==> src/rtl/mem_bus_bridge.sv <==
// Bridges the CPU level-held read/write request onto one Wishbone classic transaction.
// Optional ack_i watchdog: define MEM_BUS_TIMEOUT_EN.
module mem_bus_bridge #(
  parameter int                ADDR_W         = 32,
  parameter int                DATA_W         = 32,
  parameter int                TIMEOUT_CYCLES = 255,
  parameter logic [DATA_W-1:0] ERR_DATA       = 32'hBAD0_BAD0
) (
  input  logic                clk,
  input  logic                n_rst,
  input  logic                read,
  input  logic                write,
  input  logic [ADDR_W-1:0]   address,
  input  logic [DATA_W-1:0]   wdata,
  input  logic [DATA_W/8-1:0] sel,
  output logic                ack,
  output logic [DATA_W-1:0]   rdata,
  output logic                busy,
  output logic                bus_error,
  output logic                cyc_o,
  output logic                stb_o,
  output logic                we_o,
  output logic [ADDR_W-1:0]   adr_o,
  output logic [DATA_W-1:0]   dat_o,
  output logic [DATA_W/8-1:0] sel_o,
  input  logic [DATA_W-1:0]   dat_i,
  input  logic                ack_i
);

  localparam int SEL_W = DATA_W / 8;

  localparam logic [1:0] ST_IDLE = 2'd0;
  localparam logic [1:0] ST_BUS  = 2'd1;
  localparam logic [1:0] ST_DONE = 2'd2;

  logic [1:0]        state_q, state_d;
  logic              cyc_q, cyc_d;
  logic              we_q, we_d;
  logic [ADDR_W-1:0] adr_q, adr_d;
  logic [DATA_W-1:0] dat_q, dat_d;
  logic [SEL_W-1:0]  sel_q, sel_d;
  logic [DATA_W-1:0] rdata_q, rdata_d;
  logic              ack_q, ack_d;
  logic              busy_q, busy_d;

`ifdef MEM_BUS_TIMEOUT_EN
  localparam int CNT_W = ($clog2(TIMEOUT_CYCLES + 1) < 8) ? 8 : $clog2(TIMEOUT_CYCLES + 1);
  localparam logic [CNT_W-1:0] CNT_LAST = CNT_W'(TIMEOUT_CYCLES - 1);
  localparam logic [CNT_W-1:0] CNT_ONE  = CNT_W'(1);

  logic [CNT_W-1:0] cnt_q, cnt_d;
  logic             err_q, err_d;
`else
  logic unused_cfg_s;
  assign unused_cfg_s = (^ERR_DATA) ^ (TIMEOUT_CYCLES > 0);
`endif

  // Next-state and next-output computation for the IDLE/BUS/DONE sequencer
  always_comb begin
    state_d = state_q;
    cyc_d   = cyc_q;
    we_d    = we_q;
    adr_d   = adr_q;
    dat_d   = dat_q;
    sel_d   = sel_q;
    rdata_d = rdata_q;
    ack_d   = 1'b0;
    busy_d  = busy_q;
`ifdef MEM_BUS_TIMEOUT_EN
    cnt_d   = cnt_q;
    err_d   = 1'b0;
`endif
    case (state_q)
      ST_IDLE: begin
        if (write || read) begin
          adr_d   = address;
          dat_d   = wdata;
          sel_d   = sel;
          we_d    = write;
          cyc_d   = 1'b1;
          busy_d  = 1'b1;
          state_d = ST_BUS;
`ifdef MEM_BUS_TIMEOUT_EN
          cnt_d   = '0;
`endif
        end else begin
          cyc_d  = 1'b0;
          busy_d = 1'b0;
        end
      end
      ST_BUS: begin
        if (ack_i) begin
          cyc_d   = 1'b0;
          busy_d  = 1'b0;
          ack_d   = 1'b1;
          state_d = ST_DONE;
          if (!we_q) begin
            rdata_d = dat_i;
          end else begin
            rdata_d = rdata_q;
          end
`ifdef MEM_BUS_TIMEOUT_EN
        end else if (cnt_q == CNT_LAST) begin
          // ack_i is checked first, so a same-edge ack completes normally
          cyc_d   = 1'b0;
          busy_d  = 1'b0;
          ack_d   = 1'b1;
          err_d   = 1'b1;
          state_d = ST_DONE;
          if (!we_q) begin
            rdata_d = ERR_DATA;
          end else begin
            rdata_d = rdata_q;
          end
        end else begin
          cnt_d = cnt_q + CNT_ONE;
        end
`else
        end else begin
          cyc_d = 1'b1;
        end
`endif
      end
      ST_DONE: begin
        // The request unit still holds its old request here, so it is ignored
        state_d = ST_IDLE;
      end
      default: begin
        state_d = ST_IDLE;
        cyc_d   = 1'b0;
        busy_d  = 1'b0;
      end
    endcase
  end

  // State and registered outputs
  always_ff @(posedge clk or negedge n_rst) begin
    if (!n_rst) begin
      state_q <= ST_IDLE;
      cyc_q   <= 1'b0;
      we_q    <= 1'b0;
      adr_q   <= '0;
      dat_q   <= '0;
      sel_q   <= '0;
      rdata_q <= '0;
      ack_q   <= 1'b0;
      busy_q  <= 1'b0;
`ifdef MEM_BUS_TIMEOUT_EN
      cnt_q   <= '0;
      err_q   <= 1'b0;
`endif
    end else begin
      state_q <= state_d;
      cyc_q   <= cyc_d;
      we_q    <= we_d;
      adr_q   <= adr_d;
      dat_q   <= dat_d;
      sel_q   <= sel_d;
      rdata_q <= rdata_d;
      ack_q   <= ack_d;
      busy_q  <= busy_d;
`ifdef MEM_BUS_TIMEOUT_EN
      cnt_q   <= cnt_d;
      err_q   <= err_d;
`endif
    end
  end

  assign cyc_o = cyc_q;
  assign stb_o = cyc_q;
  assign we_o  = we_q;
  assign adr_o = adr_q;
  assign dat_o = dat_q;
  assign sel_o = sel_q;
  assign rdata = rdata_q;
  assign ack   = ack_q;
  assign busy  = busy_q;
`ifdef MEM_BUS_TIMEOUT_EN
  assign bus_error = err_q;
`else
  assign bus_error = 1'b0;
`endif

endmodule

==> config.mk <==
export PLATFORM = sky130hd
export DESIGN_NAME = mem_bus_bridge
export DESIGN_NICKNAME = d
export VERILOG_FILES = /design/src/rtl/mem_bus_bridge.sv
export SDC_FILE = /design/constraint.sdc
export NUM_CORES = 1
export LEC_CHECK = 0
export ABC_AREA = 1
export BUFFER_PORTS_ARGS = -buffer_cell sky130_fd_sc_hd__buf_2
export CAP_MARGIN = 40
export CORE_ASPECT_RATIO = 1.1
export CORE_MARGIN = 2
export CORE_UTILIZATION = 45
export DETAILED_ROUTE_END_ITERATION = 6
export GPL_TIMING_DRIVEN = 0
export PLACE_DENSITY = 0.87
export SYNTH_ARGS = -nofsm -noshare
export SYNTH_HDL_FRONTEND = slang
export SYNTH_SLANG_ARGS = --single-unit
==> constraint.sdc <==
create_clock -name clk -period 1.57 [get_ports clk]
set_input_delay 0.157 -clock clk [delete_from_list [all_inputs] [get_ports clk]]
set_output_delay 0.157 -clock clk [all_outputs]
set_load 0.05 [all_outputs]
-- Word-level counts from Yosys, hierarchy flattened
Index checks and enable logic that the tools add are counted.
- bits in registers: 106
- output and inout bits: 106
- input bits: 105
- word-level logic and storage cells: 31
- equality and inequality tests: 4
- reduce and logical (&&, ||, !) cells: 6
- multiplexer cells: 10
- bitwise logic cells: 2
- operators by type and width (cell ; number):
    1-bit one-hot mux with 3 select lines ; 2
    2-bit AND reduction ; 3
    1-bit two-way mux ; 5
    2-bit two-way mux ; 2
    2-bit != test (second input constant) ; 2
    2-bit one-hot mux with 2 select lines ; 1
    3-bit AND reduction ; 1
    2-bit by 1-bit equality test with 1-bit output (second input constant) ; 1
    2-bit equality test (second input constant) ; 1
    2-bit zero test ; 1
    1-bit NOT ; 2
    1-bit logical OR ; 1

-- Logic depth before layout (Yosys ltp)
- word-level depth: 3
- gate-level depth with buffers: 6
- gate-level depth less buffers: 5

-- Worst setup path after synthesis
OpenSTA, ideal clock, no wires.
- path type: register to register
- from: register we_q (netlist: we_o)
- to: register rdata_q[10] (netlist: rdata[10])
- path buffers: 1
- library setup time: 0.066 ns
- clock period less this slack: 1.340 ns
- data required time: 1.504 ns
- slack: 0.230 ns
- cell stages (with the launch flop): 5
- arrival time: 1.274 ns
- path through: dfrtp_1 nor2_2 clkbuf_1 nand3_1 nand2_1
- longest elaborated chain between the ends: 2
- RTL lines (element ; RTL line ; source):
    start: declaration ; 38 ; logic we_q, we_d;
    start signal: assignment ; 155 ; we_q <= we_d;
    1-bit NOT (no source line) ; - ;
    3-bit AND reduction (no source line) ; - ;
    end signal: assignment ; 159 ; rdata_q <= rdata_d;
    end: declaration ; 42 ; logic [DATA_W-1:0] rdata_q, rdata_d;
No other way between the ends.
A chain may end at the register's enable or synchronous reset.

-- Worst setup path after layout
- from: register we_q (netlist: we_o)
- to: register rdata_q[13] (netlist: rdata[13])
The elaborated chain is that of the path after synthesis.

==> results_dict.tcl <==
set metrics [dict create \
    status "finished, final reports clean" \
    finish.utilization 0.630 \
    root_buffer "clkbuf_8" \
    vias 3971 \
    grt_remaining_overflow 0 \
    maxCapViolCount 0 \
    cts_tree "done" \
    slew_violations 0 \
    multi_input_area_sq_um 1360 \
    criticalPathCategory "flop to flop" \
    synth_area_sq_um 4200 \
    max_freq_ghz 0.684 \
    num-nets-final 792 \
    totalWireLength_um 11600 \
    grt_usage 0.230 \
    post-cts-setup-buffer-count 0 \
    insertedDiodeCount 0 \
    ys_ff_latch 106 \
    syn_inst 463 \
    critPathTopFamily "simple AND/OR/NAND/NOR gates" \
    seqCellArea_sq_um 2650 \
    synth_cell_types 15 \
    io_pins 211 \
    yosys_warnings 0 \
    synth_seq_area_share 0.632 \
    slowest_stage "dfrtp_1" \
    grt_pass1_vias 3866 \
    htree_levels 3 \
    critPathCaptureType "flop" \
    crit_buf_inv 1 \
    period_share 0.932 \
    clk_latency_ps 360 \
    min_period_ps 1460 \
    drc 0 \
    grt_pass1_wl_um 18000 \
    hold_viol_final 0 \
    via_per_inst 4.93 \
    whs_endpoint "dat_o[21]" \
    synth_area_leader_cell "dfrtp_1" \
    final_antenna_net_count 0 \
    final_common_cell "buf_2" \
    die_w_um 96.1 \
    synth.top_cell.area_share 0.632 \
    avgSynthCellArea_sq_um 9.07 \
    crit_required_ps 1870 \
    place_hpwl_um 8660 \
    port_buffers 209 \
    avgRoutedWirePerCell_um 14.4 \
    clk_path_buf_depth 2 \
    final_cell_mix "buf_2 (229), nand2_1 (208), dfrtp_1 (106)" \
    initial_core_util 0.468 \
    die-area_sq_um 10100 \
    finClkSkew_ps 4.99 \
    syn-num-nets 568 \
    r2r_setup_slack_ps 110 \
    area_growth_pct 34.4 \
    clk_pin_slew_ps 100 \
    cts.sinks 106 \
    cp.arrival_ps 1760 \
    cpPeakStageDelay_ps 420 \
    hp-class "primary input to flop" \
    rsz0062_at_grt "false" \
    path_cells "nor2_2 -> clkbuf_1 -> nand3_1 -> nand2_1" \
    dieHeight_um 105 \
    dr.first_iter.drc_count 140 \
    regToRegEndpoint "rdata[13]" \
    cts_buffers 9 \
    antenna_found_initial 0 \
    worstHoldStart "wdata[21]" \
    whs_ps 17.9 \
    first_pass_iters 5 \
    holdPathStages 3 \
    r2r-start "we_o" \
    row_count 36 \
    cp_max_fo 10 \
    drive_above_1_share 0.370 \
    grt_max_degree 68 \
    slew-limit-headroom 0.634 \
    setup_viol 0 \
    reg2reg_depth 4 \
    nFillCells 782 \
    core_sq_um 8960 \
    tightest_slew_ps 549 \
    place_congestion 0.793 \
    critPathLaunchType "flop" \
    synth_area_leaders "dfrtp_1 (63%), nand2_1 (19%), nand3_1 (12%)" \
]
## state kept, by name, summed over array words and instances (netlist names)
register / count
ack: 1
adr_o: 32
busy: 1
cyc_o: 1
dat_o: 32
rdata: 32
sel_o: 4
state_q: 2
we_o: 1
## final cells by class
type / instances / area share
Buffer: 33 / 0.0313
Clock buffer: 13 / 0.0299
Clock inverter: 3 / 0.00399
Inverter: 5 / 0.00333
Multi-Input combinational cell: 319 / 0.240
Sequential cell: 106 / 0.470
Tap cell: 114 / 0.0253
Timing Repair Buffer: 213 / 0.196
## metrics by stage
| step | area, sq um | setup TNS [ps] | std cells | worst slack (ps) |
|---|---|---|---|---|
| floorplan | 4200 | 0 | 463 | 230 |
| global placement | 5390 | -77180 | 786 | -735 |
| finish | 5640 | 0 | 806 | 107 |
| detailed placement | 5420 | 0 | 787 | 85.2 |
| CTS | 5640 | 0 | 806 | 66.0 |
| global route | 5640 | 0 | 806 | 7.12 |
## worst min-delay path, cell delays in order
cell and delay (ps):
buf_2 70, nand3_1 60, nand2_1 60
## layer usage
metal  wire length, um  up-vias  global-route usage
li1                  -     1918                   -
met5                 0        -                   0
met3               946       23              0.0515
met2              5840      191               0.389
met1              4510     1839               0.274
met4               298        0               0.106
## cell usage after synthesis, drive strengths merged
| master | number |
|---|---|
| nand2 | 209 |
| dfrtp | 106 |
| nand3 | 103 |
| buf | 26 |
| clkbuf | 7 |
| inv | 5 |
| nor2 | 3 |
| nor3 | 2 |
| conb | 1 |
| o21ai | 1 |
## kinds of logic after synthesis
| family | after synthesis | share of synthesized area |
|---|---|---|
| other | 1 | 0.000893 |
| AO/OA/AOI/OAI | 1 | 0.00119 |
| flip-flops | 106 | 0.632 |
| AND/OR/NAND/NOR | 317 | 0.320 |
| buffers and inverters | 38 | 0.0465 |
## worst max path at each step
stage,startpoint,to,slack (ps),cells after the start
2_1_floorplan,we_o,rdata[10],230,4
5_1_grt,we_o,rdata[13],7,4
6_report,we_o,rdata[13],110,4
3_5_place_dp,state_q[1],adr_o[19],90,6
4_1_cts,state_q[1],adr_o[19],70,6
3_3_place_gp,n_rst,adr_o[12],-740,1
## repair_timing
action | in CTS | in global routing
hold endpoints to repair | 41 | 0
setup endpoints to repair | 0 | 25
gates resized for setup | 0 | 1
hold buffers | 3 | 0
Power is left out: the tool's default activity adds up to more than one toggle a clock period on the data nets, which glitch-free logic cannot reach.
